===== src/rtl/instr_fetch_pkg.sv =====
// Shared definitions for the instruction fetch unit: data widths, opcode
// constants, the fetch state encoding and small address/decode helpers.
package instr_fetch_pkg;

    localparam int INSTR_W = 8;
    localparam int ADDR_W  = 8;

    // Opcode field values carried in instr[7:6].
    localparam logic [1:0] OP_ALU_REG = 2'b00;
    localparam logic [1:0] OP_LOAD    = 2'b01;
    localparam logic [1:0] OP_STORE   = 2'b10;
    localparam logic [1:0] OP_ALU_IMM = 2'b11;

    typedef enum logic [2:0] {
        ST_FETCH = 3'd0,
        ST_WAIT  = 3'd1,
        ST_OUT   = 3'd2,
        ST_DRAIN = 3'd3,
        ST_HALT  = 3'd4
    } fetch_state_e;

    // Sequential fetch address; the adder width makes 8'hFF wrap to 8'h00.
    function automatic logic [ADDR_W-1:0] next_pc(input logic [ADDR_W-1:0] pc);
        return pc + {{(ADDR_W-1){1'b0}}, 1'b1};
    endfunction

    // Opcode is the top two bits of the instruction byte.
    function automatic logic [1:0] opcode_of(input logic [INSTR_W-1:0] instr);
        return instr[INSTR_W-1 -: 2];
    endfunction

endpackage


===== src/rtl/instr_fetch_if.sv =====
// Bundles the instruction-memory port, the decoder handshake and the
// redirect/halt controls of the fetch unit.
interface instr_fetch_if;
    import instr_fetch_pkg::*;

    logic                imem_req;
    logic [ADDR_W-1:0]   imem_addr;
    logic                imem_rvalid;
    logic [INSTR_W-1:0]  imem_rdata;
    logic                instr_valid;
    logic                instr_ready;
    logic [INSTR_W-1:0]  instr;
    logic [1:0]          opcode;
    logic [ADDR_W-1:0]   instr_pc;
    logic                redirect_valid;
    logic [ADDR_W-1:0]   redirect_pc;
    logic                halt_req;
    logic                halted;

    // Fetch unit side.
    modport master (
        output imem_req, imem_addr, instr_valid, instr, opcode, instr_pc, halted,
        input  imem_rvalid, imem_rdata, instr_ready, redirect_valid, redirect_pc, halt_req
    );

    // Memory / decoder / control side.
    modport slave (
        input  imem_req, imem_addr, instr_valid, instr, opcode, instr_pc, halted,
        output imem_rvalid, imem_rdata, instr_ready, redirect_valid, redirect_pc, halt_req
    );

endinterface


===== src/rtl/instr_fetch.sv =====
// Instruction fetch unit: issues one memory request at a time, holds the
// returned byte for the decoder, and handles redirects and halt requests.
// A redirect while a response is still in flight parks the unit in DRAIN
// so the stale byte is swallowed rather than presented.
module instr_fetch
    import instr_fetch_pkg::*;
#(
    parameter logic [ADDR_W-1:0] RESET_PC = 8'h00
) (
    input  logic          clk,
    input  logic          rst,
    instr_fetch_if.master bus
);

    fetch_state_e        state_r;
    logic [ADDR_W-1:0]   pc_r;
    logic [ADDR_W-1:0]   fetch_pc_r;
    logic                imem_req_r;
    logic [ADDR_W-1:0]   imem_addr_r;
    logic                instr_valid_r;
    logic [INSTR_W-1:0]  instr_r;
    logic [ADDR_W-1:0]   instr_pc_r;
    logic                halted_r;

    assign bus.imem_req    = imem_req_r;
    assign bus.imem_addr   = imem_addr_r;
    assign bus.instr_valid = instr_valid_r;
    assign bus.instr       = instr_r;
    assign bus.opcode      = opcode_of(instr_r);
    assign bus.instr_pc    = instr_pc_r;
    assign bus.halted      = halted_r;

    // Fetch state machine with all outputs registered.
    always_ff @(posedge clk) begin
        if (rst) begin
            state_r       <= ST_FETCH;
            pc_r          <= RESET_PC;
            fetch_pc_r    <= {ADDR_W{1'b0}};
            imem_req_r    <= 1'b0;
            imem_addr_r   <= {ADDR_W{1'b0}};
            instr_valid_r <= 1'b0;
            instr_r       <= {INSTR_W{1'b0}};
            instr_pc_r    <= {ADDR_W{1'b0}};
            halted_r      <= 1'b0;
        end else begin
            // The request strobe is a single-cycle pulse.
            imem_req_r <= 1'b0;
            case (state_r)
                ST_FETCH: begin
                    if (bus.redirect_valid) begin
                        pc_r <= bus.redirect_pc;
                    end else if (bus.halt_req) begin
                        halted_r <= 1'b1;
                        state_r  <= ST_HALT;
                    end else begin
                        imem_req_r  <= 1'b1;
                        imem_addr_r <= pc_r;
                        fetch_pc_r  <= pc_r;
                        pc_r        <= next_pc(pc_r);
                        state_r     <= ST_WAIT;
                    end
                end
                ST_WAIT: begin
                    if (bus.imem_rvalid && bus.redirect_valid) begin
                        // Response belongs to the abandoned path.
                        pc_r    <= bus.redirect_pc;
                        state_r <= ST_FETCH;
                    end else if (bus.imem_rvalid) begin
                        instr_r       <= bus.imem_rdata;
                        instr_pc_r    <= fetch_pc_r;
                        instr_valid_r <= 1'b1;
                        state_r       <= ST_OUT;
                    end else if (bus.redirect_valid) begin
                        pc_r    <= bus.redirect_pc;
                        state_r <= ST_DRAIN;
                    end else begin
                        state_r <= ST_WAIT;
                    end
                end
                ST_OUT: begin
                    // Redirect wins over a same-cycle handshake.
                    if (bus.redirect_valid) begin
                        pc_r          <= bus.redirect_pc;
                        instr_valid_r <= 1'b0;
                        state_r       <= ST_FETCH;
                    end else if (instr_valid_r && bus.instr_ready) begin
                        instr_valid_r <= 1'b0;
                        state_r       <= ST_FETCH;
                    end else begin
                        state_r <= ST_OUT;
                    end
                end
                ST_DRAIN: begin
                    if (bus.redirect_valid) begin
                        pc_r <= bus.redirect_pc;
                    end else begin
                        pc_r <= pc_r;
                    end
                    // The in-flight response is dropped; fetch resumes afterwards.
                    if (bus.imem_rvalid) begin
                        state_r <= ST_FETCH;
                    end else begin
                        state_r <= ST_DRAIN;
                    end
                end
                ST_HALT: begin
                    if (bus.redirect_valid) begin
                        pc_r <= bus.redirect_pc;
                    end else begin
                        pc_r <= pc_r;
                    end
                    if (!bus.halt_req) begin
                        halted_r <= 1'b0;
                        state_r  <= ST_FETCH;
                    end else begin
                        state_r <= ST_HALT;
                    end
                end
                default: begin
                    instr_valid_r <= 1'b0;
                    halted_r      <= 1'b0;
                    state_r       <= ST_FETCH;
                end
            endcase
        end
    end

endmodule


===== src/flat_wrapper.sv =====
// flat-port wrapper written by rule: the top's interface ports become plain ports
module instr_fetch_flat import instr_fetch_pkg::*;
#(
    parameter logic [ADDR_W-1:0] RESET_PC = 8'h00
)
  (clk, rst, bus_imem_req, bus_imem_addr, bus_instr_valid, bus_instr, bus_opcode, bus_instr_pc, bus_halted, bus_imem_rvalid, bus_imem_rdata, bus_instr_ready, bus_redirect_valid, bus_redirect_pc, bus_halt_req);
  instr_fetch_if bus_i ();
  input  logic clk;
  input  logic rst;
  output wire logic [$bits(bus_i.imem_req)-1:0] bus_imem_req;
  output wire logic [$bits(bus_i.imem_addr)-1:0] bus_imem_addr;
  output wire logic [$bits(bus_i.instr_valid)-1:0] bus_instr_valid;
  output wire logic [$bits(bus_i.instr)-1:0] bus_instr;
  output wire logic [$bits(bus_i.opcode)-1:0] bus_opcode;
  output wire logic [$bits(bus_i.instr_pc)-1:0] bus_instr_pc;
  output wire logic [$bits(bus_i.halted)-1:0] bus_halted;
  input wire logic [$bits(bus_i.imem_rvalid)-1:0] bus_imem_rvalid;
  input wire logic [$bits(bus_i.imem_rdata)-1:0] bus_imem_rdata;
  input wire logic [$bits(bus_i.instr_ready)-1:0] bus_instr_ready;
  input wire logic [$bits(bus_i.redirect_valid)-1:0] bus_redirect_valid;
  input wire logic [$bits(bus_i.redirect_pc)-1:0] bus_redirect_pc;
  input wire logic [$bits(bus_i.halt_req)-1:0] bus_halt_req;
  assign bus_imem_req = bus_i.imem_req;
  assign bus_imem_addr = bus_i.imem_addr;
  assign bus_instr_valid = bus_i.instr_valid;
  assign bus_instr = bus_i.instr;
  assign bus_opcode = bus_i.opcode;
  assign bus_instr_pc = bus_i.instr_pc;
  assign bus_halted = bus_i.halted;
  assign bus_i.imem_rvalid = bus_imem_rvalid;
  assign bus_i.imem_rdata = bus_imem_rdata;
  assign bus_i.instr_ready = bus_instr_ready;
  assign bus_i.redirect_valid = bus_redirect_valid;
  assign bus_i.redirect_pc = bus_redirect_pc;
  assign bus_i.halt_req = bus_halt_req;
  instr_fetch #(.RESET_PC(RESET_PC)) u_core (.clk(clk), .rst(rst), .bus(bus_i));
endmodule

===== config.mk =====
export PLATFORM = sky130hd
export DESIGN_NAME = instr_fetch_flat
export DESIGN_NICKNAME = d
export VERILOG_FILES = /design/src/rtl/instr_fetch_pkg.sv /design/src/rtl/instr_fetch_if.sv /design/src/rtl/instr_fetch.sv /design/src/flat_wrapper.sv
export SDC_FILE = /design/constraint.sdc
export NUM_CORES = 1
export LEC_CHECK = 0
export CORE_ASPECT_RATIO = 0.75
export CORE_MARGIN = 10
export CORE_UTILIZATION = 49
export CTS_BUF_LIST = sky130_fd_sc_hd__clkbuf_4
export DETAILED_ROUTE_END_ITERATION = 10
export GPL_TIMING_DRIVEN = 0
export PLACE_DENSITY = 0.81
export SETUP_SLACK_MARGIN = 0.1
export SYNTH_ARGS = -nofsm -noshare
export SYNTH_HDL_FRONTEND = slang
export SYNTH_SLANG_ARGS = --single-unit

===== constraint.sdc =====
create_clock -name clk -period 2.2 [get_ports clk]
set_input_delay 0.33 -clock clk [delete_from_list [all_inputs] [get_ports clk]]
set_output_delay 0.33 -clock clk [all_outputs]
set_load 0.1 [all_outputs]

==> impl_metrics.env, run 1 <==
export IMPL_final_antenna_net_count=0
export IMPL_io_buffer_count=49
export IMPL_setup_repair_after_global_routing_missed_its_margin="yes"
export IMPL_outcome="complete, no violations"
export IMPL_core_area_um2=3640
export IMPL_grt_pass1_wl_mm=8.33
export IMPL_number_of_diodes_added_for_antenna_fixing=0
export IMPL_area_growth_synth_to_final_pct=33.9
export IMPL_worst_ep_arrival_time_ps=2260
export IMPL_die_y_um=73.1
export IMPL_netlist_area_um2=1840
export IMPL_cts_tree="yes"
export IMPL_drt_pre_antenna_iters=4
export IMPL_placed_area_um2=2390
export IMPL_post_synthesis_mean_instance_area_um2=8.32
export IMPL_worst_slew_margin_rel=0.342
export IMPL_min_delay_path_class="input port to flip-flop"
export IMPL_max_vdd_ir_drop_mv=0.397
export IMPL_grt_util_all_layers=0.151
export IMPL_classification_of_the_worst_setup_path="input port to flip-flop"
export IMPL_max_slew_worst_pin_slew_ps=991
export IMPL_reg2reg_slack_ps=320
export IMPL_floorplan_initialDensity=0.506
export IMPL_cp_top_family="compound AO/OA/AOI/OAI gates"
export IMPL_dieWidth_um=90.7
export IMPL_layout_drive_gt1_share=0.0824
export IMPL_first_global_vias=1675
export IMPL_finalCoreUtilization=0.677
export IMPL_ys_async_sr_fraction=0
export IMPL_yosys_register_bits=38
export IMPL_drt_wirelength_per_cell_um=14.7
export IMPL_timing_clock_skew_ps=2.83
export IMPL_clock_latency_ps=340
export IMPL_largest_net_degree_at_the_start_of_global_routing=12
export IMPL_maxSlewViolCount=0
export IMPL_synth_top_cells_by_area="sky130_fd_sc_hd__dfxtp_1 (41%), sky130_fd_sc_hd__nand2_1 (7.6%), sky130_fd_sc_hd__a21oi_1 (6.8%)"
export IMPL_synthesis_yosys_warnings=0
export IMPL_period_needed_ps=2020
export IMPL_total_leakage_power_nw=1.02
export IMPL_design_final_nets=304
export IMPL_numCtsBuffers=5
export IMPL_drt_total_wl_mm=4.87
export IMPL_cts_root_buf="sky130_fd_sc_hd__clkbuf_4"
export IMPL_synth_ff_type="sky130_fd_sc_hd__dfxtp_1"
export IMPL_cts_sinks=38
export IMPL_routed_via_density=5.39
export IMPL_yosysMostFrequentCell="sky130_fd_sc_hd__dfxtp_1"
export IMPL_multi_input_comb_area_um2=990
export IMPL_worstSetupEndpointType="flip-flop"
export IMPL_max_freq_mhz=494
export IMPL_cts_htree_levels=2
export IMPL_cellPowerDensity_nw_per_um2=604
export IMPL_syn_num_nets=246
export IMPL_detail_route_drc_violations=0
export IMPL_top_post_synthesis_cells_by_count="sky130_fd_sc_hd__dfxtp_1 (38), sky130_fd_sc_hd__nand2_1 (37), sky130_fd_sc_hd__a21oi_1 (25)"
export IMPL_gp_congestion=0.879
export IMPL_drv_cap=0
export IMPL_num_ports=51
export IMPL_holdBufCountCts=0
export IMPL_n_fill_cell=334
export IMPL_global_route_overflow_total=0
export IMPL_die_ar_um2=6630
export IMPL_max_clock_path_buffers=2
export IMPL_synth_edff_count=0
export IMPL_ys_seq_area_frac=0.414
export IMPL_synth_cell_type_count=43
export IMPL_detailedRoute_firstIterationViolations=106
export IMPL_report_final_setup_viol=0
export IMPL_seqCellArea_um2=761
export IMPL_final_hold_violation_count=0
export IMPL_power_consumption_w=0.00149
export IMPL_crit_path_cell_trace="clkdlybuf4s50_1, ha_1, nor4bb_4, a211oi_4, o21ai_0, a32o_1"
export IMPL_detailedPlacementHpwl_mm=3.64
export IMPL_cp_slowest_stage_delay_ps=630
export IMPL_yosys_area_top_type_share=0.414
export IMPL_cpMaxStageDelayCell="sky130_fd_sc_hd__clkdlybuf4s50_1"
export IMPL_path_max_fanout=9
export IMPL_final_period_utilization=0.920
export IMPL_grt_antenna_before_repair=0
export IMPL_vias=1785
export IMPL_biggest_area_consumer_among_synthesized_cells="sky130_fd_sc_hd__dfxtp_1"
export IMPL_worst_setup_path_start_kind="input port"
export IMPL_postSynthCellCount=221
export IMPL_worst_setup_hold_path_clk_slew_ps=110
export IMPL_worst_path_buffer_plus_inverter_count=1
export IMPL_finish_instance_area_um2=2460
export IMPL_placement_rows=19
export IMPL_cp_data_required_time_ps=2440
## per-layer routing
layer  up-vias  global-route usage  part of all wire
met1       808               0.208              0.50
li1        897                   -                 -
met5         -                   0                 0
met4         0              0.0493             0.010
met3        10              0.0483             0.083
met2        70               0.217              0.40
## report_power, final
group          total, W  internal, W  leakage [nW]  switching, W
Combinational  0.000299     0.000116         0.672      0.000183
Sequential     0.000740     0.000713         0.309     0.0000266
Clock          0.000449     0.000230        0.0387      0.000219
## cell usage in the layout (no fill, tap or decap), types with 6 or more instances in the layout
cell                              count
sky130_fd_sc_hd__mux2i_1             10
sky130_fd_sc_hd__a21oi_1             25
sky130_fd_sc_hd__clkdlybuf4s50_1     20
sky130_fd_sc_hd__clkbuf_1            10
sky130_fd_sc_hd__nor2_1              17
sky130_fd_sc_hd__dfxtp_1             38
sky130_fd_sc_hd__dlygate4sd2_1       29
sky130_fd_sc_hd__nand2_1             37
sky130_fd_sc_hd__o21ai_0              9
sky130_fd_sc_hd__nand3_1              6
## through the flow
step           TNS (ps)  instances  hold WS, ps  worst slack (ps)
2_1_floorplan         0        221          466               467
3_3_place_gp      -3820        322          441              -355
3_5_place_dp      -4240        322          446              -392
4_1_cts               0        329          328               113
5_1_grt               0        331          376              74.9
6_report              0        331          333               176
## flip-flops by register name (all words and copies together) (netlist names)
| signal | count |
|---|---|
| u_core.state_r | 3 |
| u_core.pc_r | 8 |
| u_core.bus.instr_pc | 8 |
| u_core.bus.instr | 8 |
| u_core.bus.imem_addr | 8 |
| u_core.bus.imem_req | 1 |
| u_core.bus.halted | 1 |
| u_core.bus.instr_valid | 1 |
## path summary, 6_finish.rpt
path                     startpoint                endpoint  cells after the start
max              bus_redirect_valid          u_core.pc_r[2]                      6
min                             rst          u_core.pc_r[6]                      2
max reg2reg       u_core.state_r[2]          u_core.pc_r[6]                      5
min reg2reg  u_core.bus.instr_pc[4]  u_core.bus.instr_pc[4]                      2
## cell type report
type | instances | share of cell area
repair buffers | 51 | 0.191
clock inverters | 2 | 0.0137
plain buffers | 18 | 0.0386
clock buffers | 5 | 0.0152
inverters | 3 | 0.00457
multi-input cells | 162 | 0.402
well taps | 52 | 0.0264
flip-flops and latches | 38 | 0.309
## what timing repair did
item / in CTS / in global routing
setup buffers: 0 / 2
resized for setup: 30 / 6
setup endpoints to repair: 32 / 13
pin swaps: 0 / 1
## logic make-up after synthesis
logic type / after synthesis / share of synthesized area
and+or+nand+nor: 92 / 0.245
AOI/OAI and AO/OA: 57 / 0.210
DFF: 38 / 0.414
buffers and inverters: 21 / 0.0565
muxes: 10 / 0.0544
adders and majority gates: 3 / 0.0204
No activity file was read; power rests on OpenSTA's default activity.
==> inputs of run 2 (changes only) <==
--- a/config.mk
+++ b/config.mk
@@ -11,6 +11,7 @@
 export CTS_BUF_LIST = sky130_fd_sc_hd__clkbuf_4
 export DETAILED_ROUTE_END_ITERATION = 10
 export GPL_TIMING_DRIVEN = 0
+export MAX_ROUTING_LAYER = met4
 export PLACE_DENSITY = 0.81
 export SETUP_SLACK_MARGIN = 0.1
 export SYNTH_ARGS = -nofsm -noshare
==> impl_metrics.env, run 2 (synthesis gave the netlist of run 1 again) <==
export IMPL_outcome="complete, no violations"
export IMPL_finish_instance_area_um2=2460
export IMPL_largest_net_degree_at_the_start_of_global_routing=12
export IMPL_met3RoutedLength_um=344
export IMPL_layout_drive_gt1_share=0.0824
export IMPL_drt_wirelength_per_cell_um=14.6
export IMPL_max_freq_mhz=495
export IMPL_grt_antenna_before_repair=0
export IMPL_timing_clock_skew_ps=4.39
export IMPL_route_top_layer_used="met4"
export IMPL_setup_repair_after_global_routing_missed_its_margin="yes"
export IMPL_worst_setup_path_start_kind="input port"
export IMPL_cts_root_buf="sky130_fd_sc_hd__clkbuf_4"
export IMPL_max_vdd_ir_drop_mv=0.397
export IMPL_floorplan_initialDensity=0.506
export IMPL_detailedPlacementHpwl_mm=3.64
export IMPL_global_route_overflow_total=0
export IMPL_cts_htree_levels=2
export IMPL_detail_route_drc_violations=0
export IMPL_design_final_nets=304
export IMPL_final_antenna_net_count=0
export IMPL_crit_path_cell_trace="clkdlybuf4s50_1, ha_1, nor4bb_4, a211oi_4, o21ai_0, a32o_1"
export IMPL_mostFrequentLayoutCell="sky130_fd_sc_hd__dfxtp_1"
export IMPL_drt_total_wl_mm=4.85
export IMPL_numCtsBuffers=5
export IMPL_gp_congestion=0.893
export IMPL_io_buffer_count=49
export IMPL_dieWidth_um=90.7
export IMPL_drt_pre_antenna_iters=4
export IMPL_first_global_vias=1679
export IMPL_cts_tree="yes"
export IMPL_placed_area_um2=2390
export IMPL_final_hold_violation_count=0
export IMPL_final_period_utilization=0.919
export IMPL_power_consumption_w=0.00149
export IMPL_num_ports=51
export IMPL_routed_via_density=5.34
export IMPL_cp_data_required_time_ps=2440
export IMPL_report_final_setup_viol=0
export IMPL_area_growth_synth_to_final_pct=33.9
export IMPL_placement_rows=19
export IMPL_path_max_fanout=9
export IMPL_maxSlewViolCount=0
export IMPL_drv_cap=0
export IMPL_cts_sinks=38
export IMPL_max_clock_path_buffers=2
export IMPL_worst_setup_hold_path_clk_slew_ps=110
export IMPL_worst_slew_margin_rel=0.342
export IMPL_grt_pass1_wl_mm=8.32
export IMPL_die_y_um=73.1
export IMPL_die_ar_um2=6630
export IMPL_clock_latency_ps=340
export IMPL_holdBufCountCts=0
export IMPL_metal2_wl_mm=1.95
export IMPL_vias=1766
export IMPL_number_of_diodes_added_for_antenna_fixing=0
export IMPL_total_leakage_power_nw=1.02
export IMPL_cellPowerDensity_nw_per_um2=604
export IMPL_detailedRoute_firstIterationViolations=86
export IMPL_wirelength_met1_mm=2.50
export IMPL_worstSetupEndpointType="flip-flop"
export IMPL_classification_of_the_worst_setup_path="input port to flip-flop"
export IMPL_min_delay_path_class="input port to flip-flop"
export IMPL_cpMaxStageDelayCell="sky130_fd_sc_hd__clkdlybuf4s50_1"
export IMPL_grt_util_all_layers=0.156
export IMPL_final_cell_mix="sky130_fd_sc_hd__dfxtp_1 (38), sky130_fd_sc_hd__nand2_1 (37), sky130_fd_sc_hd__dlygate4sd2_1 (29), sky130_fd_sc_hd__a21oi_1 (25), sky130_fd_sc_hd__clkdlybuf4s50_1 (20)"
export IMPL_period_needed_ps=2020
export IMPL_core_area_um2=3640
export IMPL_max_slew_worst_pin_slew_ps=990
export IMPL_cp_slowest_stage_delay_ps=630
export IMPL_worst_ep_arrival_time_ps=2260
[run 2: cell counts in the layout (fill, tap and decap cells not counted)]
Identical to the previous run, type by type.
[run 2: power breakdown]
group	internal (W)	switching (W)	total, W
logic	0.000116	0.000183	0.000300
registers	0.000713	0.0000261	0.000739
clock network	0.000230	0.000218	0.000448
[run 2: final cells by class]
type	instances	area, um2
clock inverters	2	33.8
repair buffers	51	469
flip-flops and latches	38	761
inverters	3	11.3
plain buffers	18	95.1
clock buffers	5	37.5
fillers	334	1170
multi-input cells	162	990
well taps	52	65.1
[run 2: what timing repair did]
action,CTS,global route
gates resized for setup,30,6
setup endpoints to repair,32,13
hold endpoints to repair,0,0
pin swaps,0,1
setup buffers,0,2
[run 2: worst max-delay path, delay by kind of cell]
| family | cells | cell delay [ps] |
|---|---|---|
| AOI/OAI and AO/OA | 3 | 860 |
| adders and majority gates | 1 | 340 |
| buffers and inverters | 1 | 630 |
| and+or+nand+nor | 1 | 100 |
[run 2: routing by layer]
metal / track usage / up-vias
met3: 0.0411 / 8
met5: - / -
li1: - / 902
met2: 0.216 / 67
met1: 0.213 / 789
met4: 0.0493 / 0
[run 2: final timing paths]
| kind | startpoint | endpoint | slack (ps) | depth (start not counted) |
|---|---|---|---|---|
| hold / removal | rst | u_core.pc_r[6] | 330 | 2 |
| hold reg to reg | u_core.bus.instr_pc[4] | u_core.bus.instr_pc[4] | 460 | 2 |
| setup / recovery | bus_redirect_valid | u_core.pc_r[3] | 180 | 6 |
| setup reg to reg | u_core.state_r[2] | u_core.pc_r[6] | 300 | 5 |
[run 2: metrics by stage]
step	cells	hold slack [ps]	setup slack, ps	utilization	setup TNS, ps
3_3_place_gp	322	441	-355	0.658	-3820
5_1_grt	331	376	74.9	0.677	0
3_5_place_dp	322	446	-392	0.658	-4240
6_report	331	335	178	0.677	0
2_1_floorplan	221	466	467	-	0
4_1_cts	329	328	113	0.670	0
==> inputs of run 3 (changes only) <==
==> constraint.sdc (replaced) <==
create_clock -name clk -period 2.2 [get_ports clk]
set_input_delay 0.33 -clock clk [delete_from_list [all_inputs] [get_ports clk]]
set_output_delay 0.33 -clock clk [all_outputs]
set_load 0.005 [all_outputs]
==> impl_metrics.env, run 3 (synthesis gave the netlist of run 1 again) <==
export IMPL_detailedRoute_firstIterationViolations=96
export IMPL_setup_repair_after_global_routing_missed_its_margin="yes"
export IMPL_max_slew_worst_pin_slew_ps=561
export IMPL_worst_slew_margin_rel=0.625
export IMPL_outcome="complete, no violations"
export IMPL_classification_of_the_worst_setup_path="input port to flip-flop"
export IMPL_area_growth_synth_to_final_pct=35.9
export IMPL_cp_data_required_time_ps=2440
export IMPL_placement_rows=19
export IMPL_drv_cap=0
export IMPL_placed_area_um2=2390
export IMPL_final_antenna_net_count=0
export IMPL_max_clock_path_buffers=2
export IMPL_largest_net_degree_at_the_start_of_global_routing=12
export IMPL_worst_setup_path_start_kind="input port"
export IMPL_numCtsBuffers=5
export IMPL_maxSlewViolCount=0
export IMPL_final_period_utilization=0.918
export IMPL_finish_instance_area_um2=2500
export IMPL_total_leakage_power_nw=0.882
export IMPL_routed_via_density=5.35
export IMPL_worstRegToRegCells=5
export IMPL_io_buffer_count=49
export IMPL_grt_pass1_wl_mm=8.31
export IMPL_cellPowerDensity_nw_per_um2=570
export IMPL_grt_util_all_layers=0.156
export IMPL_final_hold_violation_count=0
export IMPL_rr_endpoint="u_core.pc_r[6]"
export IMPL_cts_root_buf="sky130_fd_sc_hd__clkbuf_4"
export IMPL_drt_pre_antenna_iters=4
export IMPL_grt_antenna_before_repair=0
export IMPL_drt_total_wl_mm=4.81
export IMPL_floorplan_initialDensity=0.506
export IMPL_beginning_of_the_worst_hold_path="rst"
export IMPL_number_of_diodes_added_for_antenna_fixing=0
export IMPL_core_area_um2=3640
export IMPL_cts_htree_levels=2
export IMPL_report_final_setup_viol=0
export IMPL_period_needed_ps=2020
export IMPL_design_final_nets=304
export IMPL_final_cell_mix="sky130_fd_sc_hd__clkdlybuf4s50_1 (49), sky130_fd_sc_hd__dfxtp_1 (38), sky130_fd_sc_hd__nand2_1 (37), sky130_fd_sc_hd__a21oi_1 (25), sky130_fd_sc_hd__nor2_1 (17)"
export IMPL_worst_ep_arrival_time_ps=2260
export IMPL_max_freq_mhz=495
export IMPL_cts_tree="yes"
export IMPL_mostFrequentLayoutCell="sky130_fd_sc_hd__clkdlybuf4s50_1"
export IMPL_min_delay_path_class="input port to flip-flop"
export IMPL_gp_congestion=0.893
export IMPL_num_ports=51
export IMPL_cts_sinks=38
export IMPL_preCtsSetupSlack_ps=-392
export IMPL_max_vdd_ir_drop_mv=0.394
export IMPL_holdBufCountCts=0
export IMPL_dieWidth_um=90.7
export IMPL_die_ar_um2=6630
export IMPL_worstSetupEndpointType="flip-flop"
export IMPL_post_route_worst_setup_slack_ps=180
export IMPL_reg2reg_slack_ps=310
export IMPL_clock_latency_ps=340
export IMPL_drt_wirelength_per_cell_um=14.5
export IMPL_global_route_overflow_total=0
export IMPL_path_max_fanout=9
export IMPL_vias=1772
export IMPL_first_global_vias=1694
export IMPL_min_delay_path_depth=2
export IMPL_worstReg2RegStart="u_core.state_r[2]"
export IMPL_timing_clock_skew_ps=2.83
export IMPL_layout_drive_gt1_share=0.0824
export IMPL_detailedPlacementHpwl_mm=3.64
export IMPL_die_y_um=73.1
export IMPL_detail_route_drc_violations=0
export IMPL_worst_setup_hold_path_clk_slew_ps=110
export IMPL_hold_path_endpoint="u_core.pc_r[6]"
run 3: cell types whose count changed in the layout (fill, tap and decap cells not counted):
cell	delta
sky130_fd_sc_hd__clkdlybuf4s50_1	+29
sky130_fd_sc_hd__dlygate4sd2_1	-29
run 3: layout make-up:
type / instances / area, um2
Multi-Input combinational cell: 162 / 990
Tap cell: 52 / 65.1
Clock buffer: 5 / 37.5
Sequential cell: 38 / 761
Fill cell: 336 / 1140
Buffer: 18 / 95.1
Clock inverter: 2 / 33.8
Timing Repair Buffer: 51 / 505
Inverter: 3 / 11.3
run 3: how the worst max path moves through the flow:
stage	start	to	slack, ps	depth (start not counted)
after floorplan	bus_redirect_valid	u_core.pc_r[5]	470	5
after global placement	bus_redirect_valid	u_core.pc_r[5]	-360	6
final	bus_redirect_valid	u_core.pc_r[3]	180	6
after CTS	bus_redirect_valid	u_core.bus.instr_pc[4]	110	8
after global routing	bus_redirect_valid	u_core.bus.instr[0]	70	8
after detailed placement	bus_redirect_valid	u_core.pc_r[5]	-390	6
run 3: stage by stage:
stage | TNS, ps | instances | utilization | total power, W | hold WS [ps]
CTS | 0 | 329 | 0.680 | 0.00142 | 328
floorplan | 0 | 221 | - | 0.000885 | 453
detailed placement | -4240 | 322 | 0.658 | 0.000981 | 446
global placement | -3820 | 322 | 0.658 | 0.000978 | 441
finish | 0 | 331 | 0.687 | 0.00142 | 337
global route | 0 | 331 | 0.687 | 0.00150 | 376
run 3: worst max-delay path, stage by stage:
cell                              delay, ps
sky130_fd_sc_hd__clkdlybuf4s50_1        640
sky130_fd_sc_hd__ha_1                   340
sky130_fd_sc_hd__nor4bb_4               100
sky130_fd_sc_hd__a211oi_4               420
sky130_fd_sc_hd__o21ai_0                160
sky130_fd_sc_hd__a32o_1                 280
run 3: what timing repair did:
action                                  in CTS  in global routing
gates resized for setup                      1                  6
endpoints found under the setup margin       3                 13
setup buffers                                0                  2
pin swaps                                    0                  1
run 3: report_power, final:
part	switching [W]	leakage [nW]	total, W	internal, W
combinational	0.000114	0.535	0.000237	0.000123
clock	0.000218	0.0387	0.000448	0.000230
sequential	0.0000265	0.309	0.000740	0.000713
total	0.000359	0.882	0.00142	0.00107
run 3: metal layers:
layer	global-route usage	up-vias	part of all wire
met4	0.0546	0	0.0096
met2	0.215	70	0.40
li1	-	905	-
met1	0.211	789	0.53
met5	-	-	0
met3	0.0411	8	0.064
